### src/rtl/alu_slice_seq.sv
// Sequential ALU: WIDTH-bit operands processed LSB-first through LANES 4-bit function slices per clock.
// Optional signed-overflow flag is generated when ALU_SLICE_SEQ_OVF_EN is defined; otherwise v is tied low.
module alu_slice_seq #(
    parameter int WIDTH = 16,
    parameter int LANES = 1
) (
    input  logic             clk,
    input  logic             reset,
    input  logic             start,
    input  logic [WIDTH-1:0] a,
    input  logic [WIDTH-1:0] b,
    input  logic [3:0]       s,
    input  logic             m,
    input  logic             cin,
    output logic             busy,
    output logic             done,
    output logic [WIDTH-1:0] f,
    output logic             cout,
    output logic             zero,
    output logic             v
);

    localparam int SW = 4 * LANES;
    localparam int N  = WIDTH / SW;
    localparam int KW = (N > 1) ? $clog2(N) : 1;

    generate
        if ((WIDTH % SW) != 0 || N < 1) begin : g_bad_cfg
            $error("alu_slice_seq: WIDTH must be a positive multiple of 4*LANES");
        end
    endgenerate

    typedef enum logic {IDLE, RUN} state_t;

    state_t           state_reg;
    state_t           state_next;
    logic             load;
    logic             step;
    logic             last;

    logic [WIDTH-1:0] a_reg;
    logic [WIDTH-1:0] b_reg;
    logic [3:0]       s_reg;
    logic             m_reg;
    logic             carry_reg;
    logic [KW-1:0]    k_reg;
    logic [WIDTH-1:0] f_reg;
    logic             cout_reg;
    logic             zero_reg;
    logic             done_reg;

    int               base;
    logic [SW-1:0]    a_sl;
    logic [SW-1:0]    b_sl;
    logic [SW-1:0]    p;
    logic [SW-1:0]    g;
    logic [SW-1:0]    h;
    logic [SW-1:0]    f_sl;
    logic [SW:0]      c;
    logic [WIDTH-1:0] f_merged;

    // ---------------- FSM ----------------
    always_ff @(posedge clk) begin
        if (reset) begin
            state_reg <= IDLE;
        end else begin
            state_reg <= state_next;
        end
    end

    always_comb begin
        state_next = state_reg;
        case (state_reg)
            IDLE:    if (start) state_next = RUN;
            RUN:     if (last)  state_next = IDLE;
            default: state_next = IDLE;
        endcase
    end

    always_comb begin
        busy = (state_reg == RUN);
        load = (state_reg == IDLE) && start;
        step = (state_reg == RUN);
        last = step && (k_reg == KW'(N - 1));
    end

    // ---------------- slice datapath ----------------
    always_comb begin
        base = int'(k_reg) * SW;
        a_sl = a_reg[base +: SW];
        b_sl = b_reg[base +: SW];
    end

    generate
        for (genvar gi = 0; gi < SW; gi++) begin : g_bit
            assign p[gi] = a_sl[gi] | (b_sl[gi] & s_reg[0]) | (~b_sl[gi] & s_reg[1]);
            assign g[gi] = a_sl[gi] & ((b_sl[gi] & s_reg[3]) | (~b_sl[gi] & s_reg[2]));
            assign h[gi] = p[gi] ^ g[gi];
        end
    endgenerate

    // Carry ripples through every lane in this step even in logic mode, so cout is defined for m=1 too.
    always_comb begin
        c    = '0;
        f_sl = '0;
        c[0] = carry_reg;
        for (int i = 0; i < SW; i++) begin
            c[i+1]  = p[i] & (c[i] | g[i]);
            f_sl[i] = h[i] ^ (c[i] | m_reg);
        end
    end

    always_comb begin
        f_merged              = f_reg;
        f_merged[base +: SW]  = f_sl;
    end

    always_ff @(posedge clk) begin
        if (reset) begin
            a_reg     <= '0;
            b_reg     <= '0;
            s_reg     <= '0;
            m_reg     <= 1'b0;
            carry_reg <= 1'b0;
            k_reg     <= '0;
            f_reg     <= '0;
            cout_reg  <= 1'b0;
            zero_reg  <= 1'b1;
            done_reg  <= 1'b0;
        end else begin
            done_reg <= 1'b0;
            if (load) begin
                a_reg     <= a;
                b_reg     <= b;
                s_reg     <= s;
                m_reg     <= m;
                carry_reg <= cin;
                k_reg     <= '0;
            end
            if (step) begin
                f_reg     <= f_merged;
                carry_reg <= c[SW];
                k_reg     <= k_reg + KW'(1);
                if (last) begin
                    cout_reg <= c[SW];
                    zero_reg <= (f_merged == '0);
                    done_reg <= 1'b1;
                end
            end
        end
    end

`ifdef ALU_SLICE_SEQ_OVF_EN
    logic v_reg;

    // c[SW-1] is the carry into the operand MSB during the final step.
    always_ff @(posedge clk) begin
        if (reset) begin
            v_reg <= 1'b0;
        end else if (last) begin
            v_reg <= m_reg ? 1'b0 : (c[SW-1] ^ c[SW]);
        end
    end

    assign v = v_reg;
`else
    assign v = 1'b0;
`endif

    assign done = done_reg;
    assign f    = f_reg;
    assign cout = cout_reg;
    assign zero = zero_reg;

endmodule

### config.mk
export PLATFORM = sky130hd
export DESIGN_NAME = alu_slice_seq
export DESIGN_NICKNAME = d
export VERILOG_FILES = /design/src/rtl/alu_slice_seq.sv
export SDC_FILE = /design/constraint.sdc
export NUM_CORES = 1
export LEC_CHECK = 0
export ABC_AREA = 1
export BUFFER_PORTS_ARGS = -buffer_cell sky130_fd_sc_hd__buf_4
export CORE_MARGIN = 2
export CORE_UTILIZATION = 50
export CTS_CLUSTER_DIAMETER = 80
export DETAILED_ROUTE_END_ITERATION = 8
export GPL_ROUTABILITY_DRIVEN = 0
export PLACE_DENSITY_LB_ADDON = 0.15
export RECOVER_POWER = 50
export SETUP_SLACK_MARGIN = 0.5
export SLEW_MARGIN = 25
export SYNTH_ARGS = -nofsm -noshare
export SYNTH_HDL_FRONTEND = slang
export SYNTH_SLANG_ARGS = --single-unit
### constraint.sdc
create_clock -name clk -period 2.2 [get_ports clk]
set_clock_uncertainty 0.1 [all_clocks]
set_input_delay 0.66 -clock clk [delete_from_list [all_inputs] [get_ports clk]]
set_output_delay 0.66 -clock clk [all_outputs]
set_load 0.005 [all_outputs]
-- After elaboration in Yosys (flattened, before gate mapping)
Index checks and enable logic that the tools add are counted.
- flip-flop bits (word level): 60
- bits in latches: 0
- memory bits (writable): 0
- ROM bits: 0
- memories: 0
- add/subtract/negate cells: 2
- $mul: 0
- divide/modulo/power cells: 0
- order comparisons: 0
- equality and inequality tests: 1
- shift-type cells: 4
- mux-type cells: 9
- bitwise operators: 57
- reduce and logical (&&, ||, !) cells: 6
- operators with widths (cell ; count):
    $neg 4->33 ; 1
    $shift 4x33->16 const A ; 1
    $shiftx 4x33->16 ; 1
    $shiftx 16x5->4 ; 2
    $and 1x1->1 ; 24
    $or 1x1->1 ; 20
    $bwmux 16 ; 1
    $logic_not 16->1 ; 1
    $xor 1x1->1 ; 8
    $mux 1 ; 5
    $not 1->1 ; 5
    $mux 2 ; 2
    $add 2x1->2 const B ; 1
    $eq 2x2->1 const B ; 1
    $logic_and 1x1->1 ; 2
    $pmux 1 s2 ; 1
    $reduce_and 2->1 ; 1
    $reduce_bool 2->1 ; 1
    $reduce_or 2->1 ; 1

-- Depth between registers and ports, before layout
- depth in word-level cells: 16
- gate-level depth with buffers: 22

-- Least setup slack after synthesis
No wires, ideal clock.
- kind: register to register
- start: register k_reg[0]
- end: register zero_reg (netlist: zero)
- library setup time: 115 ps
- data arrival time: 1941 ps
- path slack: 44 ps
- stages on the path, launching flop included: 17
- path buffers: 2
- path through: dfxtp_1 buf_6 inv_6 buf_8 ha_1 nor4_2 nand2_1 nand2_1 nor2_1 nand2_1 nor2_1 nand2_1 nor2_2 nand3_1 nor2_1 nand2_1 nand2_1
- longest elaborated chain between the ends: 16
- ends and longest elaborated chain (item ; RTL line ; source):
    start, declared ; 46 ; logic [KW-1:0] k_reg;
    start signal, assigned ; 143 ; k_reg <= k_reg + KW'(1);
    $shiftx 16x5->4 ; 91 ; b_sl = b_reg[base +: SW];
    $not 1->1 ; 96, 97 ;
    $and 1x1->1 ; 97 ; assign g[gi] = a_sl[gi] & ((b_sl[gi] & s_reg[3]) | (~b_sl[gi] & s_reg[2]));
    $or 1x1->1 ; 97 ;
    $and 1x1->1 ; 97 ;
    $or 1x1->1 ; 108 ; c[i+1] = p[i] & (c[i] | g[i]);
    $and 1x1->1 ; 108 ;
    $or 1x1->1 ; 108 ;
    $and 1x1->1 ; 108 ;
    $or 1x1->1 ; 108 ;
    $and 1x1->1 ; 108 ;
    $or 1x1->1 ; 109 ; f_sl[i] = h[i] ^ (c[i] | m_reg);
    $xor 1x1->1 ; 109 ;
    $shiftx 4x33->16 ; 115 ; f_merged[base +: SW] = f_sl;
    $bwmux 16 ; 115 ;
    $logic_not 16->1 ; 146 ; zero_reg <= (f_merged == '0);
    end signal, assigned ; 146 ;
    end, declared ; 49 ; logic zero_reg;
Several ways; a longest one is shown, not always the timed one.
A chain may end at the register's enable or synchronous reset.

-- Worst setup path in the final report
Same ends and word-level chain as after synthesis.

==> flow_summary.ini <==
[timing]
holdWs_ns = 0.352
setup_viol = 1
fin_crit_sh_pct = 102
hold_violations = 0
slew_viol_final = 0
rsz0062_at_grt = true
fmax_ghz = 0.446
finalCriticalPeriod_ns = 2.24
fin_ws_ns = -0.0424

[floorplanning]
die_w_um = 83.6
ioPinCount = 62
row_count = 29
die_h_um = 83.6
die-area_um2 = 6990
initial_core_util_pct = 50.8
core_um2 = 6240

[clock_network]
cts_hold_buf = 0
tritoncts = built
cts_buffer_depth = 2
cts_root_buf = clkbuf_8
cts.reportedPaths.clkPinSlew_ns = 0.07
clkLatencyLatePin_ns = 0.34
htreeDepth = 3
cts_sinks = 60
cts_buffers = 9

[synthesis]
synth_area_um2 = 3170
yosysUniqueCellTypes = 35
synthAdderAreaFrac_pct = 1.97
synth_edf_count = 0
ys.flop_type = dfxtp_1
yosysTopAreaCell = dfxtp_1
syn_area_per_cell_um2 = 6.86
synth_top_area_share_pct = 37.9
synthSimpleGateAreaFrac_pct = 33.9
synth_seq_cells = 60
synth_top_family_by_area = simple AND/OR/NAND/NOR gates
synthCells = 462
synth_compound_area_share_pct = 15.1
synth-xor-area-share_pct = 0
syn_nets = 508
synth.area.mux_share_pct = 0
async_flop_share_pct = 0
ys_seq_area_share_pct = 37.9
ys.warnings.count = 0
yosys-top-cells-area = dfxtp_1 (38%), nand2_1 (11%), nor2_1 (10%), o21ai_0 (7.6%), inv_1 (4.6%)

[route]
first_pass_iters = 7
postRouteWirelength_um = 8960
route.detailed.drc = 0
via_per_inst = 5.38
num_vias = 3319
wl_per_cell_um = 14.5
drtIter0Drc = 272
ant_nets = 0

[global_routing]
grt_pass1_wl_um = 13900
grt_use_met1_pct = 33.7
grt_pass1_vias = 3043
top_usage_layer = met2
grt_antenna_before_repair = 0
track_usage_pct = 24.5
grt_max_degree = 45
gr-total-overflow = 0
use_met3_pct = 4.65
gr-usage-met2_pct = 37.7

[critical_path]
r2r_setup_slack_ns = -0.04
end_kind = flip-flop
crit_path_start_kind = flip-flop
rr_worst_depth = 19
cp_max_fo = 6
r2r-start = k_reg[0]
crit_type = flip-flop to flip-flop
reg2reg_to = zero
crit_required_ns = 2.40
critPathArrivalTime_ns = 2.44

[finish]
drive_gt1_share_pct = 36.5
area_delta_synth_final_pct = 38.9
antenna-diode-count = 0
postLayoutCoreUtil_pct = 70.5
layout.nets = 581

[status]
outcome = finished, violations left
failed_checks = negative setup slack

[placed_design]
dpl.hpwl_um = 5530
port_buffers = 60
dp_slack_ns = -0.0133

[worst_hold_path]
hold_start = a_reg[9]
hold_depth = 2
min_to = a_reg[9]
min_path_type = flip-flop to flip-flop

[flow_run]
maxCapViolCount = 0

[pwr]
power_mw = 3.01
cellLeakagePower_nw = 2.13
irDropWorstVdd_v = 0.000514
power.density_nw_per_um2 = 684
[placed cells by master, fill, tap and decap left out, types with 3 or more instances in the layout]
cell / instances
a21oi_1: 16
buf_12: 4
buf_4: 78
buf_8: 3
clkbuf_8: 9
clkinv_2: 3
dfxtp_1: 57
dfxtp_4: 3
ha_2: 3
inv_1: 35
inv_2: 6
nand2_1: 68
nand2_2: 22
nand2_4: 18
nand3_1: 18
nand3_2: 11
nand3_4: 7
nand4_1: 8
nor2_1: 82
nor2_2: 4
o211ai_1: 7
o21ai_0: 39
o21ai_1: 3
o21ai_2: 10
[report_power, final]
group	total [mW]	internal [mW]	switching, mW	leakage, nW
combinational	0.818	0.340	0.478	1.54
sequential	1.22	1.16	0.0605	0.497
clock	0.969	0.518	0.451	0.0931
total	3.01	2.02	0.990	2.13
[through the flow]
stage / cells / setup TNS [ns] / instance area (um^2)
after detailed placement: 590 / -0.0189 / 3740
after global routing: 617 / -0.619 / 4400
final: 617 / -0.0424 / 4400
after floorplan: 462 / 0 / 3220
after CTS: 611 / 0 / 4060
after global placement: 590 / 0 / 3740
[timing repair]
action,CTS,global route
buffers inserted,5,6
endpoints found under the setup margin,20,20
pin swaps,22,37
cloned,0,0
resized for setup,40,68
[synth_stat cells (2+ instances only)]
| cell type | instances |
|---|---|
| nand3_2 | 8 |
| o211ai_1 | 7 |
| nand4_1 | 8 |
| buf_8 | 2 |
| ha_1 | 5 |
| inv_2 | 3 |
| inv_1 | 39 |
| clkinv_1 | 2 |
| nand2_1 | 94 |
| o211ai_2 | 2 |
| nand2_2 | 14 |
| buf_4 | 2 |
| buf_6 | 4 |
| nor2_1 | 85 |
| a21oi_1 | 17 |
| dfxtp_1 | 60 |
| clkbuf_1 | 15 |
| o21ai_1 | 3 |
| a2bb2oi_1 | 2 |
| o21ai_0 | 48 |
| nand3_1 | 28 |
[kinds of logic after synthesis]
family,count (synthesis)
compound gates,84
simple gates,242
buf+inv,70
fa+ha+maj,5
flops,60
other cells,1
[critical path: stages (launching register included)]
cell and delay [ns]:
dfxtp_4 0.42, buf_8 0.15, buf_12 0.10, buf_12 0.10
nand2_4 0.04, nand3_4 0.06, nand2_4 0.07, a21oi_2 0.16
o21ai_2 0.12, nand2_2 0.13, inv_2 0.06, nand3_4 0.08
nand2_4 0.07, nand3_2 0.07, nand2_2 0.06, nor2_2 0.13
nand3_2 0.07, nor2_2 0.09, nand2_1 0.06, nand2_1 0.04
[metal layers]
metal,share of wire (%),vias up
met5,0,-
met1,44,1522
met3,5.4,23
met4,2.4,0
li1,-,1639
met2,48,135
[layout make-up]
cell class	count	area (um^2)
sequential	60	1210
clock buffer	11	131
clock inverter	5	52.6
multi-input combinational	332	1990
tap	77	96.3
fill	519	1840
timing repair buffer	87	733
inverter	45	179
[how the worst max path moves through the flow]
stage / end / depth (start not counted) / slack, ns / start
finish: zero / 19 / -0.04 / k_reg[0]
global route: zero / 19 / -0.17 / k_reg[0]
CTS: zero / 20 / 0.08 / k_reg[0]
detailed placement: zero / 20 / -0.01 / k_reg[0]
global placement: zero / 17 / 0.01 / k_reg[0]
floorplan: zero / 16 / 0.24 / k_reg[1]
(Power assumes the default switching activity.)
